$ cat src/rtl/id_stage_pipe.sv
// Registered RV32I(+M) decode stage with a 2-entry head/skid buffer.
// Also inserts load-use bubbles and supports a synchronous flush.
module id_stage_pipe #(
  parameter int unsigned XLEN     = 32,
  parameter int unsigned NREG     = 32,
  parameter bit          ENABLE_M = 1'b0
) (
  input  logic            clk,
  input  logic            rst_n,
  input  logic            in_valid,
  output logic            in_ready,
  input  logic [31:0]     in_inst,
  input  logic [XLEN-1:0] in_pc,
  input  logic            flush,
  output logic            out_valid,
  input  logic            out_ready,
  output logic [XLEN-1:0] out_pc,
  output logic [4:0]      out_rs1_addr,
  output logic [4:0]      out_rs2_addr,
  output logic [4:0]      out_rd_addr,
  output logic [2:0]      out_imm_type,
  output logic [2:0]      out_funct3,
  output logic [3:0]      out_alu_op,
  output logic            out_reg_write,
  output logic            out_mem_read,
  output logic            out_mem_write,
  output logic            out_branch,
  output logic            out_jump,
  output logic            out_illegal,
  output logic [15:0]     bubble_cnt
);

  localparam logic [6:0] OPC_LOAD   = 7'b0000011;
  localparam logic [6:0] OPC_OP_IMM = 7'b0010011;
  localparam logic [6:0] OPC_AUIPC  = 7'b0010111;
  localparam logic [6:0] OPC_STORE  = 7'b0100011;
  localparam logic [6:0] OPC_OP     = 7'b0110011;
  localparam logic [6:0] OPC_LUI    = 7'b0110111;
  localparam logic [6:0] OPC_BRANCH = 7'b1100011;
  localparam logic [6:0] OPC_JALR   = 7'b1100111;
  localparam logic [6:0] OPC_JAL    = 7'b1101111;

  localparam logic [2:0] IMM_I = 3'd0;
  localparam logic [2:0] IMM_S = 3'd1;
  localparam logic [2:0] IMM_B = 3'd2;
  localparam logic [2:0] IMM_U = 3'd3;
  localparam logic [2:0] IMM_J = 3'd4;

  localparam logic [3:0] ALU_ADD    = 4'd0;
  localparam logic [3:0] ALU_SUB    = 4'd1;
  localparam logic [3:0] ALU_AND    = 4'd2;
  localparam logic [3:0] ALU_OR     = 4'd3;
  localparam logic [3:0] ALU_XOR    = 4'd4;
  localparam logic [3:0] ALU_SLL    = 4'd5;
  localparam logic [3:0] ALU_SRL    = 4'd6;
  localparam logic [3:0] ALU_SRA    = 4'd7;
  localparam logic [3:0] ALU_SLT    = 4'd8;
  localparam logic [3:0] ALU_SLTU   = 4'd9;
  localparam logic [3:0] ALU_MULDIV = 4'd10;

  typedef struct packed {
    logic [XLEN-1:0] pc;
    logic [4:0]      rs1_addr;
    logic [4:0]      rs2_addr;
    logic [4:0]      rd_addr;
    logic [2:0]      imm_type;
    logic [2:0]      funct3;
    logic [3:0]      alu_op;
    logic            reg_write;
    logic            mem_read;
    logic            mem_write;
    logic            branch;
    logic            jump;
    logic            illegal;
    logic            uses_rs1;
    logic            uses_rs2;
  } entry_t;

  function automatic logic [3:0] base_alu(input logic [2:0] f3);
    logic [3:0] op;
    case (f3)
      3'b000:  op = ALU_ADD;
      3'b001:  op = ALU_SLL;
      3'b010:  op = ALU_SLT;
      3'b011:  op = ALU_SLTU;
      3'b100:  op = ALU_XOR;
      3'b101:  op = ALU_SRL;
      3'b110:  op = ALU_OR;
      default: op = ALU_AND;
    endcase
    return op;
  endfunction

  logic [6:0] opcode;
  logic [6:0] funct7;
  logic [2:0] funct3;
  entry_t     dec;
  logic       dec_bad;
  logic       dec_range_bad;

  assign opcode = in_inst[6:0];
  assign funct3 = in_inst[14:12];
  assign funct7 = in_inst[31:25];

  // Illegal decodes keep their register fields and imm type but report ADD with no side effects.
  always_comb begin
    dec           = '0;
    dec.pc        = in_pc;
    dec.rs1_addr  = in_inst[19:15];
    dec.rs2_addr  = in_inst[24:20];
    dec.rd_addr   = in_inst[11:7];
    dec.funct3    = funct3;
    dec.imm_type  = IMM_I;
    dec.alu_op    = ALU_ADD;
    dec_bad       = 1'b0;
    dec_range_bad = 1'b0;
    case (opcode)
      OPC_OP: begin
        dec.reg_write = 1'b1;
        dec.uses_rs1  = 1'b1;
        dec.uses_rs2  = 1'b1;
        case (funct7)
          7'b0000000: dec.alu_op = base_alu(funct3);
          7'b0100000: begin
            if (funct3 == 3'b000)      dec.alu_op = ALU_SUB;
            else if (funct3 == 3'b101) dec.alu_op = ALU_SRA;
            else                       dec_bad    = 1'b1;
          end
          7'b0000001: begin
            if (ENABLE_M) dec.alu_op = ALU_MULDIV;
            else          dec_bad    = 1'b1;
          end
          default: dec_bad = 1'b1;
        endcase
      end
      OPC_OP_IMM: begin
        dec.reg_write = 1'b1;
        dec.uses_rs1  = 1'b1;
        case (funct3)
          3'b001: begin
            dec.alu_op = ALU_SLL;
            dec_bad    = (funct7 != 7'b0000000);
          end
          3'b101: begin
            if (funct7 == 7'b0000000)      dec.alu_op = ALU_SRL;
            else if (funct7 == 7'b0100000) dec.alu_op = ALU_SRA;
            else                           dec_bad    = 1'b1;
          end
          default: dec.alu_op = base_alu(funct3);
        endcase
      end
      OPC_LOAD: begin
        dec.reg_write = 1'b1;
        dec.mem_read  = 1'b1;
        dec.uses_rs1  = 1'b1;
      end
      OPC_STORE: begin
        dec.mem_write = 1'b1;
        dec.uses_rs1  = 1'b1;
        dec.uses_rs2  = 1'b1;
        dec.imm_type  = IMM_S;
      end
      OPC_BRANCH: begin
        dec.branch   = 1'b1;
        dec.alu_op   = ALU_SUB;
        dec.uses_rs1 = 1'b1;
        dec.uses_rs2 = 1'b1;
        dec.imm_type = IMM_B;
      end
      OPC_JAL: begin
        dec.jump      = 1'b1;
        dec.reg_write = 1'b1;
        dec.imm_type  = IMM_J;
      end
      OPC_JALR: begin
        dec.jump      = 1'b1;
        dec.reg_write = 1'b1;
        dec.uses_rs1  = 1'b1;
      end
      OPC_LUI, OPC_AUIPC: begin
        dec.reg_write = 1'b1;
        dec.imm_type  = IMM_U;
      end
      default: dec_bad = 1'b1;
    endcase
    // Only register fields the instruction actually reads or writes are range checked.
    dec_range_bad = (dec.uses_rs1  && ({27'd0, dec.rs1_addr} >= NREG)) ||
                    (dec.uses_rs2  && ({27'd0, dec.rs2_addr} >= NREG)) ||
                    (dec.reg_write && ({27'd0, dec.rd_addr}  >= NREG));
    if (dec_bad || dec_range_bad) begin
      dec.illegal   = 1'b1;
      dec.alu_op    = ALU_ADD;
      dec.reg_write = 1'b0;
      dec.mem_read  = 1'b0;
      dec.mem_write = 1'b0;
      dec.branch    = 1'b0;
      dec.jump      = 1'b0;
    end
  end

  entry_t     head;
  entry_t     skid;
  logic       head_valid;
  logic       skid_valid;
  logic       ld_hz;
  logic [4:0] ld_rd;
  logic       hazard;
  logic       accept;
  logic       fire;

  assign hazard = ld_hz && head_valid &&
                  ((head.uses_rs1 && (head.rs1_addr == ld_rd)) ||
                   (head.uses_rs2 && (head.rs2_addr == ld_rd)));
  assign out_valid = head_valid && !hazard;
  assign fire      = out_valid && out_ready;
  assign in_ready  = !skid_valid;
  assign accept    = in_valid && in_ready;

  // Skid is only ever filled while head is occupied and not firing, so accept and
  // a full skid are mutually exclusive.
  always_ff @(posedge clk or negedge rst_n) begin
    if (!rst_n) begin
      head_valid <= 1'b0;
      skid_valid <= 1'b0;
      head       <= '0;
      skid       <= '0;
    end else if (flush) begin
      head_valid <= 1'b0;
      skid_valid <= 1'b0;
    end else if (fire) begin
      if (skid_valid) begin
        head       <= skid;
        skid_valid <= 1'b0;
      end else if (accept) begin
        head <= dec;
      end else begin
        head_valid <= 1'b0;
      end
    end else if (accept) begin
      if (head_valid) begin
        skid       <= dec;
        skid_valid <= 1'b1;
      end else begin
        head       <= dec;
        head_valid <= 1'b1;
      end
    end
  end

  always_ff @(posedge clk or negedge rst_n) begin
    if (!rst_n) begin
      ld_hz      <= 1'b0;
      ld_rd      <= 5'd0;
      bubble_cnt <= 16'd0;
    end else begin
      ld_hz <= !flush && fire && head.mem_read && (head.rd_addr != 5'd0);
      if (fire) ld_rd <= head.rd_addr;
      if (hazard && (bubble_cnt != 16'hFFFF)) bubble_cnt <= bubble_cnt + 16'd1;
    end
  end

  assign out_pc        = head.pc;
  assign out_rs1_addr  = head.rs1_addr;
  assign out_rs2_addr  = head.rs2_addr;
  assign out_rd_addr   = head.rd_addr;
  assign out_imm_type  = head.imm_type;
  assign out_funct3    = head.funct3;
  assign out_alu_op    = head.alu_op;
  assign out_reg_write = head.reg_write;
  assign out_mem_read  = head.mem_read;
  assign out_mem_write = head.mem_write;
  assign out_branch    = head.branch;
  assign out_jump      = head.jump;
  assign out_illegal   = head.illegal;

endmodule

$ cat config.mk
export PLATFORM = sky130hd
export DESIGN_NAME = id_stage_pipe
export DESIGN_NICKNAME = d
export VERILOG_FILES = /design/src/rtl/id_stage_pipe.sv
export SDC_FILE = /design/constraint.sdc
export NUM_CORES = 1
export LEC_CHECK = 0
export CORE_ASPECT_RATIO = 0.5
export CORE_MARGIN = 2
export CORE_UTILIZATION = 24
export CTS_CLUSTER_SIZE = 16
export DETAILED_ROUTE_END_ITERATION = 6
export GPL_ROUTABILITY_DRIVEN = 1
export PLACE_DENSITY_LB_ADDON = 0.2
export SYNTH_ARGS = -nofsm -noshare
export SYNTH_HDL_FRONTEND = slang
export SYNTH_SLANG_ARGS = --single-unit
$ cat constraint.sdc
create_clock -name clk -period 2.05 [get_ports clk]
set_clock_uncertainty 0.1 [all_clocks]
set_input_delay 0.5125 -clock clk [delete_from_list [all_inputs] [get_ports clk]]
set_output_delay 0.5125 -clock clk [all_outputs]
set_load 0.005 [all_outputs]
Word-level counts from Yosys, hierarchy flattened
Index checks and enable logic that the tools add are counted.

word-level totals
  memories = 0
  output and inout port bits = 81
  flip-flop bits (word level) = 154
  RAM bits = 0
  latch bits = 0
  bits in read-only memories = 0

operators by class
  div/mod/pow operators = 0
  reduce and logical (&&, ||, !) cells = 33
  add/sub/neg operators = 1
  $lt $le $gt $ge = 0
  eq/ne operators = 22
  multiply operators = 0
  shift operators = 0
  bitwise logic cells = 2
  muxes and demuxes = 39

operator list
  cell                                                                   count
  65-bit 2-to-1 mux                                                      5
  7-bit by 6-bit equality test with 1-bit output, second input constant  4
  4-bit case mux with 7 select lines                                     1
  7-bit equality test, second input constant                             3
  1-bit 2-to-1 mux                                                       20
  4-bit case mux with 5 select lines                                     1
  16-bit by 1-bit adder with 16-bit output, second input constant        1
  16-bit inequality test, second input constant                          1
  4-bit case mux with 2 select lines                                     2
  7-bit by 5-bit equality test with 1-bit output, second input constant  2
  7-bit OR reduction                                                     2
  3-bit 2-to-1 mux                                                       4
  3-bit case mux with 4 select lines                                     1
  4-bit case mux with 3 select lines                                     1
  1-bit logical AND                                                      11
  5-bit equality test                                                    2
  10-bit 2-to-1 mux                                                      1
  3-bit equality test, second input constant                             3
  4-bit AND reduction                                                    2
  7-bit by 2-bit equality test with 1-bit output, second input constant  1
  7-bit zero test                                                        1
  7-bit nonzero test                                                     1
  3-bit by 2-bit equality test with 1-bit output, second input constant  2
  3-bit inequality test, second input constant                           2
  other kinds (16)                                                       23

Depth between registers and ports, before layout
Gate-level depths: netlist (run 1).

  depth in word-level cells = 10
  depth in mapped cells = 9
  mapped depth without buffers = 6

Least setup slack after synthesis (run 1)
OpenSTA, ideal clock, no wires.

  kind = input port to flip-flop
  start point = input port in_inst[26]
  end point = register head (netlist bit out_illegal)
  path buffers = 0
  stages on the path = 6
  slack = -0.042 ns
  arrival = 1.868 ns
  cell sequence = nor4_4 > nand3_2 > a311oi_2 > a21boi_2 > mux2_2 > mux2_2

between the ends
  longest elaborated chain between the ends = 9
  elaborated cells between the ends (all ways) = 14

ends and longest elaborated chain
  item                                            RTL line  source
  start, declared                                 12        input logic [31:0] in_inst,
  7-bit by 6-bit equality test with 1-bit output  122, 146
  1-bit 2-to-1 mux                                146       else if (funct7 == 7'b0100000) dec.alu_op = ALU_SRA;
  1-bit 2-to-1 mux                                145       if (funct7 == 7'b0000000) dec.alu_op = ALU_SRL;
  1-bit case mux with 2 select lines              139       case (funct3)
  1-bit case mux with 3 select lines (*)          117       case (opcode)
  10-bit 2-to-1 mux (*)                           190       if (dec_bad || dec_range_bad) begin
  65-bit 2-to-1 mux (on tied branches)            240, 234
  65-bit 2-to-1 mux (on tied branches)            239, 231
  65-bit 2-to-1 mux (*)                           230       end else if (fire) begin
  end signal, assigned                            232       head <= skid;
  end, declared                                   201       entry_t head;

Mark *: on every way between the ends. The rest lies on a longest branch, timed or not. The select of a mux whose other input is x is not followed.
A chain may end at the register's enable or synchronous reset.

Worst setup path in the final report (run 1)
  start point = register head (netlist bit out_rs2_addr[4])
  end point = register head (netlist bit out_illegal)

between the ends
  longest elaborated chain between the ends = 9
  elaborated cells between the ends (all ways) = 11

ends and longest elaborated chain
  item                                                                                                     RTL line  source
  5-bit equality test (*)                                                                                  213       (head.uses_rs2 && (head.rs2_addr == ld_rd)));
  1-bit logical AND (*)                                                                                    213
  1-bit logical OR (*)                                                                                     212       ((head.uses_rs1 && (head.rs1_addr == ld_rd)) ||
  1-bit logical AND (*)                                                                                    211       assign hazard = ld_hz && head_valid &&
  1-bit zero test (*)                                                                                      214       assign out_valid = head_valid && !hazard;
  1-bit logical AND (*)                                                                                    214
  1-bit logical AND (*)                                                                                    215       assign fire = out_valid && out_ready;
  2-bit by 1-bit inequality test with 1-bit output (no line) / 2-bit nonzero test (equally long branches)  n/a
  4-bit AND reduction (no line)                                                                            n/a

Mark *: on every way between the ends. The rest lies on a longest branch, timed or not.

==> results of run 1 <==
timing repair:
action,in CTS,in global routing
cloned,16,3
endpoints found under the hold margin,22,0
pin swaps,37,43
gates resized for setup,180,123
setup endpoints to repair,119,157
hold buffers,1,0
setup buffers,36,20
registers in the layout, indices dropped and copies added, names as in the netlist, 2 cells and up:
register and cells:
out_rs1_addr 5, ld_rd 5, out_alu_op 4, out_imm_type 3, skid 65, out_funct3 3, bubble_cnt 16, out_rs2_addr 5
out_rd_addr 5, head 2, out_pc 32
worst max path at each step:
stage,from,endpoint,slack (ns)
after floorplan,in_inst[27],out_illegal$_DFFE_PN0P_,-0.02
after global placement,in_inst[27],out_illegal$_DFFE_PN0P_,-0.61
after detailed placement,in_inst[27],out_illegal$_DFFE_PN0P_,-0.63
after CTS,ld_rd[1]$_DFFE_PN0N_,out_valid,-0.21
after global routing,ld_rd[3]$_DFFE_PN0N_,out_pc[6]$_DFFE_PN0P_,-0.31
final,out_rs2_addr[4]$_DFFE_PN0P_,out_illegal$_DFFE_PN0P_,-0.24
power groups by stage:
stage | sequential (W) | combinational (W) | clock, W
2_1_floorplan | 0.00388 | 0.00106 | 0
3_3_place_gp | 0.00396 | 0.00172 | 0
3_5_place_dp | 0.00397 | 0.00174 | 0
4_1_cts | 0.00394 | 0.00215 | 0.00343
5_1_grt | 0.00406 | 0.00246 | 0.00358
6_report | 0.00399 | 0.00228 | 0.00332
metrics by stage:
stage	hold WS (ns)	instance area, um2	utilization
global route	0.408	12100	0.396
floorplan	0.117	7530	-
detailed placement	0.308	9710	0.318
finish	0.383	12100	0.396
CTS	0.387	11500	0.377
global placement	0.307	9710	0.318
per-layer routing:
layer / up-vias / global-route usage
li1: 2695 / -
met4: 0 / 0.0367
met1: 2837 / 0.179
met2: 52 / 0.221
met5: - / 0
met3: 20 / 0.0319
cells by family after synthesis:
logic type,Yosys count,share of synthesized area
AO/OA/AOI/OAI,94,0.0728
XOR/XNOR,26,0.0303
adder cells (fa/ha/maj),1,0.00166
buffers and inverters,103,0.0981
flip-flops,154,0.512
multiplexers,130,0.184
AND/OR/NAND/NOR,152,0.101
cell type report:
type | count | area (um2)
Clock buffer | 24 | 492
Tap cell | 423 | 529
Multi-Input combinational cell | 404 | 3700
Fill cell | 2973 | 18500
Sequential cell | 154 | 3860
Inverter | 10 | 37.5
Clock inverter | 7 | 114
Timing Repair Buffer | 296 | 3370
cells in the final DEF, fill, tap and decap left out, types with 11 or more instances in the layout:
cell / n
buf_16: 11
o21ai_2: 23
nand4_1: 14
nand2_1: 45
clkdlybuf4s50_1: 122
buf_6: 26
clkbuf_16: 20
buf_8: 11
buf_12: 27
nand2_2: 25
mux2_4: 64
xnor2_1: 24
dfrtp_1: 149
buf_4: 69
nand2_4: 12
mux2i_1: 45
dlygate4sd2_1: 20
o21ai_1: 43
tightest hold or removal path, stage by stage (launching register included):
cell and delay, ns:
dfrtp_1 0.34, nand2_1 0.05, o21ai_1 0.06
==> results.sh, run 1 <==
export IMPL_syn_nets=730
export IMPL_period_needed_ns=2.29
export IMPL_yosysMostFrequentCell="dfrtp_1"
export IMPL_yosysUniqueCellTypes=56
export IMPL_power_leakage_nw=5.81
export IMPL_grt_max_degree=52
export IMPL_top_layer_used="met4"
export IMPL_path_cells="xnor2_1 -> nand4_1 -> buf_4 -> o221a_4 -> o21ai_4 -> buf_6 -> buf_12 -> mux2_4"
export IMPL_rsz0062_at_grt="true"
export IMPL_dpl_cell_count=1223
export IMPL_fp_coreArea_um2=30600
export IMPL_post_synth_instance_area_um2=7520
export IMPL_setup_viol=153
export IMPL_routedWlPerCell_um=16.4
export IMPL_peakVddDrop_mv=0.567
export IMPL_drv_cap=0
export IMPL_die_y_um=129
export IMPL_layout_setup_ws_ns=-0.243
export IMPL_clock_path_buffers=2
export IMPL_reg2reg_depth=8
export IMPL_drive_above_1_share=0.394
export IMPL_crit_family="buffers and inverters"
export IMPL_ys_seq_area_frac=0.512
export IMPL_crit_path_max_incr_delay_ns=0.41
export IMPL_total_power_w=0.00958
export IMPL_p_seq_frac=0.416
export IMPL_num_io_pins=150
export IMPL_crit_path_top_delay_cell="dfrtp_1"
export IMPL_ys_async_sr_fraction=1.00
export IMPL_finalSetupTns_ns=-20.61
export IMPL_critPathLaunchType="flop"
export IMPL_cts_tree="done"
export IMPL_r2r_start="out_rs2_addr[4]$_DFFE_PN0P_"
export IMPL_hold_path_startpoint="out_pc[26]$_DFFE_PN0P_"
export IMPL_met3_length_um=539
export IMPL_hpwl_mm=13.4
export IMPL_share_comb_of_total_power=0.237
export IMPL_routed_wirelength_mm=21.7
export IMPL_syn_to_final_growth_pct=60.8
export IMPL_crit_path_end_kind="flop"
export IMPL_place_congestion=0.757
export IMPL_vias=5604
export IMPL_tightest_slew_ns=0.441
export IMPL_whs_path_depth=2
export IMPL_met1_length_mm=10.1
export IMPL_synth_area_per_cell_um2=11.4
export IMPL_r2r_slack_ns=-0.24
export IMPL_clk_pin_slew_ns=0.07
export IMPL_ys_seq_elements=154
export IMPL_slew_violations=0
export IMPL_ys_top_cells_by_area="dfrtp_1 (51%), mux2_2 (10%), mux2i_1 (8.1%)"
export IMPL_io_buffers=149
export IMPL_wl_met2_mm=10.8
export IMPL_root_buffer="clkbuf_16"
export IMPL_antennaDiodeCount=0
export IMPL_fp_dieW_um=254
export IMPL_final_cells=1318
export IMPL_yosys_warnings=0
export IMPL_reg2reg_to="out_illegal$_DFFE_PN0P_"
export IMPL_firstDrtPassIters=4
export IMPL_drt_initial_drc_count=248
export IMPL_post_place_ws_ns=-0.632
export IMPL_holdCritPathClass="reg2reg"
export IMPL_path_depth=8
export IMPL_p_sw_frac=0.259
export IMPL_initial_core_util=0.246
export IMPL_crit_fanout=5
export IMPL_grt_pass1_vias=5920
export IMPL_die_area_um2=32900
export IMPL_num_rows=45
export IMPL_hold_viol=0
export IMPL_cts_sink_count=154
export IMPL_pwr_share_clk=0.347
export IMPL_antenna_left=0
export IMPL_gr_total_overflow=0
export IMPL_track_usage=0.135
export IMPL_violations="negative setup slack"
export IMPL_synth_commonest_cells="dfrtp_1 (154), nand2_1 (82), mux2_2 (67)"
export IMPL_synthCells=660
export IMPL_grt_pass1_wl_mm=33.9
export IMPL_h_tree_depth=4
export IMPL_required_ns=2.27
export IMPL_p_int_w=0.00711
export IMPL_yosys_area_top_type="dfrtp_1"
export IMPL_synth_edf_count=0
export IMPL_avgViaCountPerCell=4.25
export IMPL_status="complete, but fails checks"
export IMPL_synthFlopType="dfrtp_1"
export IMPL_worstPathArrival_ns=2.51
export IMPL_clk_latency_ns=0.44
export IMPL_fin_nets=953
export IMPL_antenna_found_initial=0
export IMPL_critPathBufInv=3
export IMPL_fin_crit_sh=1.12
export IMPL_slew_headroom=0.703
export IMPL_cts_buffers=17
export IMPL_fmax_mhz=436
export IMPL_synth_top_area_frac=0.512
export IMPL_power_density_nw_per_um2=792
export IMPL_worstHoldEndpoint="out_pc[26]$_DFFE_PN0P_"
export IMPL_p_sw_w=0.00248
export IMPL_path_class="reg2reg"
export IMPL_drc=0
Power figures use the tool's default switching activity.
==> inputs of run 2 (changes only) <==
--- a/config.mk
+++ b/config.mk
@@ -11,7 +11,7 @@
 export CTS_CLUSTER_SIZE = 16
 export DETAILED_ROUTE_END_ITERATION = 6
 export GPL_ROUTABILITY_DRIVEN = 1
-export PLACE_DENSITY_LB_ADDON = 0.2
+export HOLD_SLACK_MARGIN = 0.06
 export SYNTH_ARGS = -nofsm -noshare
 export SYNTH_HDL_FRONTEND = slang
 export SYNTH_SLANG_ARGS = --single-unit
==> results.sh, run 2 (synthesized netlist as in run 1, its figures left out) <==
export IMPL_status="complete, but fails checks"
export IMPL_io_buffers=149
export IMPL_pwr_share_clk=0.352
export IMPL_holdCritPathClass="reg2reg"
export IMPL_fp_coreArea_um2=30600
export IMPL_drc=0
export IMPL_cts_buffers=17
export IMPL_top_layer_used="met4"
export IMPL_antennaDiodeCount=0
export IMPL_firstDrtPassIters=5
export IMPL_regMostFlops="skid"
export IMPL_drive_above_1_share=0.392
export IMPL_rsz0062_at_grt="true"
export IMPL_crit_fanout=3
export IMPL_finalSetupTns_ns=-24.34
export IMPL_met3_length_um=500
export IMPL_track_usage=0.132
export IMPL_num_rows=45
export IMPL_drt_initial_drc_count=275
export IMPL_syn_to_final_growth_pct=56.7
export IMPL_antenna_left=0
export IMPL_die_y_um=129
export IMPL_largest_register_ffs=65
export IMPL_utilization=0.386
export IMPL_worstPathArrival_ns=1.70
export IMPL_setup_viol=147
export IMPL_period_needed_ns=2.32
export IMPL_hold_path_startpoint="out_pc[8]$_DFFE_PN0P_"
export IMPL_r2r_start="ld_rd[0]$_DFFE_PN0N_"
export IMPL_fmax_mhz=432
export IMPL_slew_violations=0
export IMPL_drv_cap=0
export IMPL_slew_headroom=0.670
export IMPL_p_int_w=0.00696
export IMPL_fp_dieW_um=254
export IMPL_cts_sink_count=154
export IMPL_cts_tree="done"
export IMPL_grt_pass1_vias=5910
export IMPL_violations="negative setup slack"
export IMPL_power_leakage_nw=5.56
export IMPL_cp_startpoint="ld_rd[0]$_DFFE_PN0N_"
export IMPL_h_tree_depth=4
export IMPL_num_io_pins=150
export IMPL_place_congestion=0.828
export IMPL_final_cells=1301
export IMPL_initial_core_util=0.246
export IMPL_grt_max_degree=45
export IMPL_whs_ns=0.383
export IMPL_crit_path_end_kind="output port"
export IMPL_peakVddDrop_mv=0.550
export IMPL_fin_nets=935
export IMPL_share_comb_of_total_power=0.232
export IMPL_met1_length_mm=9.30
export IMPL_die_area_um2=32900
export IMPL_routedWlPerCell_um=16.9
export IMPL_p_seq_frac=0.416
export IMPL_hpwl_mm=13.9
export IMPL_clk_pin_slew_ns=0.07
export IMPL_fin_crit_sh=1.13
export IMPL_p_sw_frac=0.274
export IMPL_final_cell_mix="dfrtp_1 (151), clkdlybuf4s50_1 (123), buf_4 (62)"
export IMPL_layout_setup_ws_ns=-0.267
export IMPL_total_power_w=0.00958
export IMPL_power_density_nw_per_um2=813
export IMPL_path_class="reg2out"
export IMPL_layout_commonest_cell="dfrtp_1"
export IMPL_dpl_cell_count=1212
export IMPL_required_ns=1.44
export IMPL_grt_pass1_wl_mm=33.4
export IMPL_gr_total_overflow=0
export IMPL_antenna_found_initial=0
export IMPL_vias=5677
export IMPL_p_sw_w=0.00262
export IMPL_wl_met2_mm=11.9
export IMPL_tightest_slew_ns=0.488
export IMPL_clk_latency_ns=0.43
export IMPL_root_buffer="clkbuf_16"
export IMPL_critPathLaunchType="flop"
export IMPL_clock_path_buffers=2
export IMPL_routed_wirelength_mm=22.0
export IMPL_hold_viol=0
export IMPL_avgViaCountPerCell=4.36
[run 2: cell count changes in the layout (fill, tap and decap cells not counted), moves of 6 or more]
cell	delta
o21ai_1	-15
buf_4	-7
mux2_4	-48
dlygate4sd2_1	-6
buf_6	-6
mux2_2	+47
buf_8	-7
o21ai_2	+13
[run 2: path summary, 6_finish.rpt]
kind	endpoint	slack [ns]	cells past startpoint
setup / recovery	out_valid	-0.27	6
hold / removal	out_pc[8]$_DFFE_PN0P_	0.38	2
setup reg to reg	out_pc[26]$_DFFE_PN0P_	-0.26	12
hold reg to reg	out_pc[8]$_DFFE_PN0P_	0.38	2
max in group asynchronous	skid[33]$_DFFE_PN0P_	0.76	3
min in group asynchronous	skid[23]$_DFFE_PN0P_	0.47	2
[run 2: power by group through the flow]
stage / Combinational (W) / Sequential [W] / Clock (W)
6_report: 0.00222 / 0.00399 / 0.00337
5_1_grt: 0.00239 / 0.00405 / 0.00359
4_1_cts: 0.00211 / 0.00394 / 0.00345
3_5_place_dp: 0.00173 / 0.00397 / 0
3_3_place_gp: 0.00170 / 0.00395 / 0
2_1_floorplan: 0.00106 / 0.00388 / 0
[run 2: final cells by class]
class / instances / area (um2)
tap: 423 / 529
sequential: 154 / 3860
clock buffer: 18 / 439
multi-input combinational: 403 / 3490
fill: 2854 / 18800
timing repair buffer: 279 / 3250
clock inverter: 14 / 185
inverter: 10 / 37.5
[run 2: repair_timing]
item                                   in CTS  in global routing
pin swaps                                  34                 26
buffers inserted                           34                 11
hold buffers                                1                  0
setup endpoints to repair                 137                159
endpoints found under the hold margin      30                  0
gates cloned                               16                  5
gates resized for setup                   133                 98
[run 2: through the flow]
step	worst slack (ns)	instance area [um2]
3_3_place_gp	-0.598	9590
4_1_cts	-0.230	11400
6_report	-0.267	11800
3_5_place_dp	-0.675	9590
2_1_floorplan	-0.0154	7530
5_1_grt	-0.417	11800
[run 2: critical path, cell delays in order (launching register included)]
cell     delay, ns
dfrtp_1       0.44
xnor2_2       0.16
nand4_1       0.17
buf_4         0.19
o22ai_4       0.14
nor2_1        0.05
buf_2         0.12
[run 2: metal layers]
metal / GRT usage / up-vias
met4: 0.0363 / 0
li1: - / 2663
met5: 0 / -
met1: 0.160 / 2919
met3: 0.0285 / 20
met2: 0.239 / 75
==> inputs of run 3 (changes only) <==
--- a/config.mk
+++ b/config.mk
@@ -7,11 +7,12 @@
 export LEC_CHECK = 0
 export CORE_ASPECT_RATIO = 0.5
 export CORE_MARGIN = 2
-export CORE_UTILIZATION = 24
+export CORE_UTILIZATION = 40
 export CTS_CLUSTER_SIZE = 16
 export DETAILED_ROUTE_END_ITERATION = 6
 export GPL_ROUTABILITY_DRIVEN = 1
 export HOLD_SLACK_MARGIN = 0.06
+export PLACE_DENSITY_LB_ADDON = 0.25
 export SYNTH_ARGS = -nofsm -noshare
 export SYNTH_HDL_FRONTEND = slang
 export SYNTH_SLANG_ARGS = --single-unit
==> results.sh, run 3 (synthesized netlist as in run 1, its figures left out) <==
export IMPL_drc=0
export IMPL_layout_setup_ws_ns=-0.178
export IMPL_grt_pass1_vias=5287
export IMPL_crit_fanout=7
export IMPL_tightest_slew_ns=0.395
export IMPL_grt_pass1_wl_mm=27.5
export IMPL_slew_violations=0
export IMPL_place_congestion=0.798
export IMPL_grt_busiest_layer="met2"
export IMPL_drv_cap=0
export IMPL_worstPathArrival_ns=2.44
export IMPL_crit_path_max_incr_delay_ns=0.41
export IMPL_antennaDiodeCount=0
export IMPL_multiInputGateArea_um2=3230
export IMPL_clock_path_buffers=2
export IMPL_antenna_left=0
export IMPL_routed_wirelength_mm=19.1
export IMPL_initial_core_util=0.408
export IMPL_required_ns=2.26
export IMPL_ff_latch_area_um2=3860
export IMPL_clk_latency_ns=0.43
export IMPL_drive_above_1_share=0.290
export IMPL_regMostFlops="skid"
export IMPL_path_cells="xnor2_1 -> nand4_1 -> buf_4 -> o221a_4 -> buf_6 -> o21ai_4 -> buf_12 -> mux2_4"
export IMPL_slew_headroom=0.736
export IMPL_critPathBufInv=3
export IMPL_peakVddDrop_mv=0.580
export IMPL_layout_commonest_cell="dfrtp_1"
export IMPL_fin_nets=916
export IMPL_avgViaCountPerCell=4.83
export IMPL_num_io_pins=150
export IMPL_grt_util_met3=0.0341
export IMPL_power_density_nw_per_um2=828
export IMPL_violations="negative setup slack"
export IMPL_crit_path_end_kind="flop"
export IMPL_firstDrtPassIters=4
export IMPL_fin_crit_sh=1.09
export IMPL_critPathLaunchType="flop"
export IMPL_setup_viol=116
export IMPL_largest_register_ffs=65
export IMPL_met2_usage=0.285
export IMPL_fp_dieW_um=198
export IMPL_io_buffers=149
export IMPL_syn_to_final_growth_pct=44.9
export IMPL_final_cell_mix="dfrtp_1 (152), clkdlybuf4s50_1 (136), nand2_1 (74)"
export IMPL_path_class="reg2reg"
export IMPL_whs_ns=0.375
export IMPL_n_fill_cell=1508
export IMPL_cts_tree="done"
export IMPL_root_buffer="clkbuf_16"
export IMPL_rsz0062_at_grt="true"
export IMPL_period_needed_ns=2.23
export IMPL_power_leakage_nw=5.34
export IMPL_track_usage=0.179
export IMPL_grt_use_met1=0.245
export IMPL_cts_sink_count=154
export IMPL_drt_initial_drc_count=163
export IMPL_antenna_found_initial=0
export IMPL_fp_coreArea_um2=18400
export IMPL_dpl_cell_count=1053
export IMPL_hold_viol=0
export IMPL_crit_family="buffers and inverters"
export IMPL_crit_path_top_delay_cell="dfrtp_1"
export IMPL_gr_total_overflow=0
export IMPL_holdCritPathClass="reg2reg"
export IMPL_clk_pin_slew_ns=0.07
export IMPL_grt_max_degree=39
export IMPL_die_area_um2=20000
export IMPL_die_y_um=101
export IMPL_cts_buffers=17
export IMPL_final_cells=1118
export IMPL_num_rows=35
export IMPL_vias=5402
export IMPL_status="complete, but fails checks"
export IMPL_routedWlPerCell_um=17.0
export IMPL_h_tree_depth=4
export IMPL_hpwl_mm=11.8
export IMPL_fmax_mhz=449
==> run 3: cell count changes in the layout (fill, tap and decap cells not counted), moves of 7 or more <==
cell | before | now
o21ai_1 | 28 | 57
mux2i_1 | 44 | 57
mux2_2 | 52 | 26
nand2_1 | 48 | 74
o21ai_2 | 36 | 5
mux2_4 | 16 | 41
clkdlybuf4s50_1 | 123 | 136
nand2_2 | 22 | 7
buf_6 | 20 | 9
nand2_4 | 12 | 2
buf_16 | 10 | 3
dlygate4sd2_1 | 14 | 7
mux2i_2 | 11 | 4
==> run 3: report_power, final <==
| part | total (W) | internal [W] | switching (W) |
|---|---|---|---|
| clock network | 0.00313 | 0.00180 | 0.00133 |
| logic | 0.00197 | 0.00128 | 0.000683 |
| registers | 0.00393 | 0.00359 | 0.000346 |
==> run 3: worst paths after layout <==
path | startpoint | end | depth (start not counted) | slack [ns]
min reg2reg | out_pc[29]$_DFFE_PN0P_ | out_pc[29]$_DFFE_PN0P_ | 2 | 0.38
max | out_rs2_addr[4]$_DFFE_PN0P_ | out_illegal$_DFFE_PN0P_ | 8 | -0.18
max reg2reg | out_rs2_addr[4]$_DFFE_PN0P_ | out_illegal$_DFFE_PN0P_ | 8 | -0.18
min | out_pc[29]$_DFFE_PN0P_ | out_pc[29]$_DFFE_PN0P_ | 2 | 0.38
max in group asynchronous | rst_n | out_pc[25]$_DFFE_PN0P_ | 3 | 0.82
min in group asynchronous | rst_n | ld_rd[0]$_DFFE_PN0N_ | 2 | 0.47
==> run 3: cell type report <==
cell class	instances	share of cell area
inverter	10	0.00344
clock inverter	13	0.0132
multi-input combinational	403	0.297
sequential	154	0.354
clock buffer	19	0.0397
tap	259	0.0297
timing repair buffer	260	0.264
==> run 3: worst min-delay path: cells and delay by family, from the launching register on <==
family / cells / cell delay [ns]
and+or+nand+nor: 1 / 0.05
DFF: 1 / 0.35
AOI/OAI and AO/OA: 1 / 0.04
==> run 3: per-layer routing <==
layer	part of all wire	vias up	wire length, um
met2	0.46	90	8710
met5	0	-	0
li1	-	2616	-
met4	0.012	0	232
met1	0.49	2676	9340
met3	0.040	20	766
==> run 3: what timing repair did <==
item	4_1_cts	5_1_grt
hold endpoints to repair	32	0
buffers inserted	10	12
endpoints found under the setup margin	75	148
gates cloned	4	9
resized for setup	33	84
pin swaps	12	11
hold buffers	1	0
==> run 3: stage by stage <==
step	area (um2)	setup TNS [ns]	utilization	setup slack, ns	power (W)
CTS	10400	-12.22	0.562	-0.188	0.00890
global route	10900	-25.52	0.591	-0.296	0.00946
floorplan	7530	-0.0154	-	-0.0154	0.00494
detailed placement	9510	-33.97	0.516	-0.612	0.00568
finish	10900	-11.98	0.591	-0.178	0.00903
global placement	9510	-33.04	0.516	-0.543	0.00561
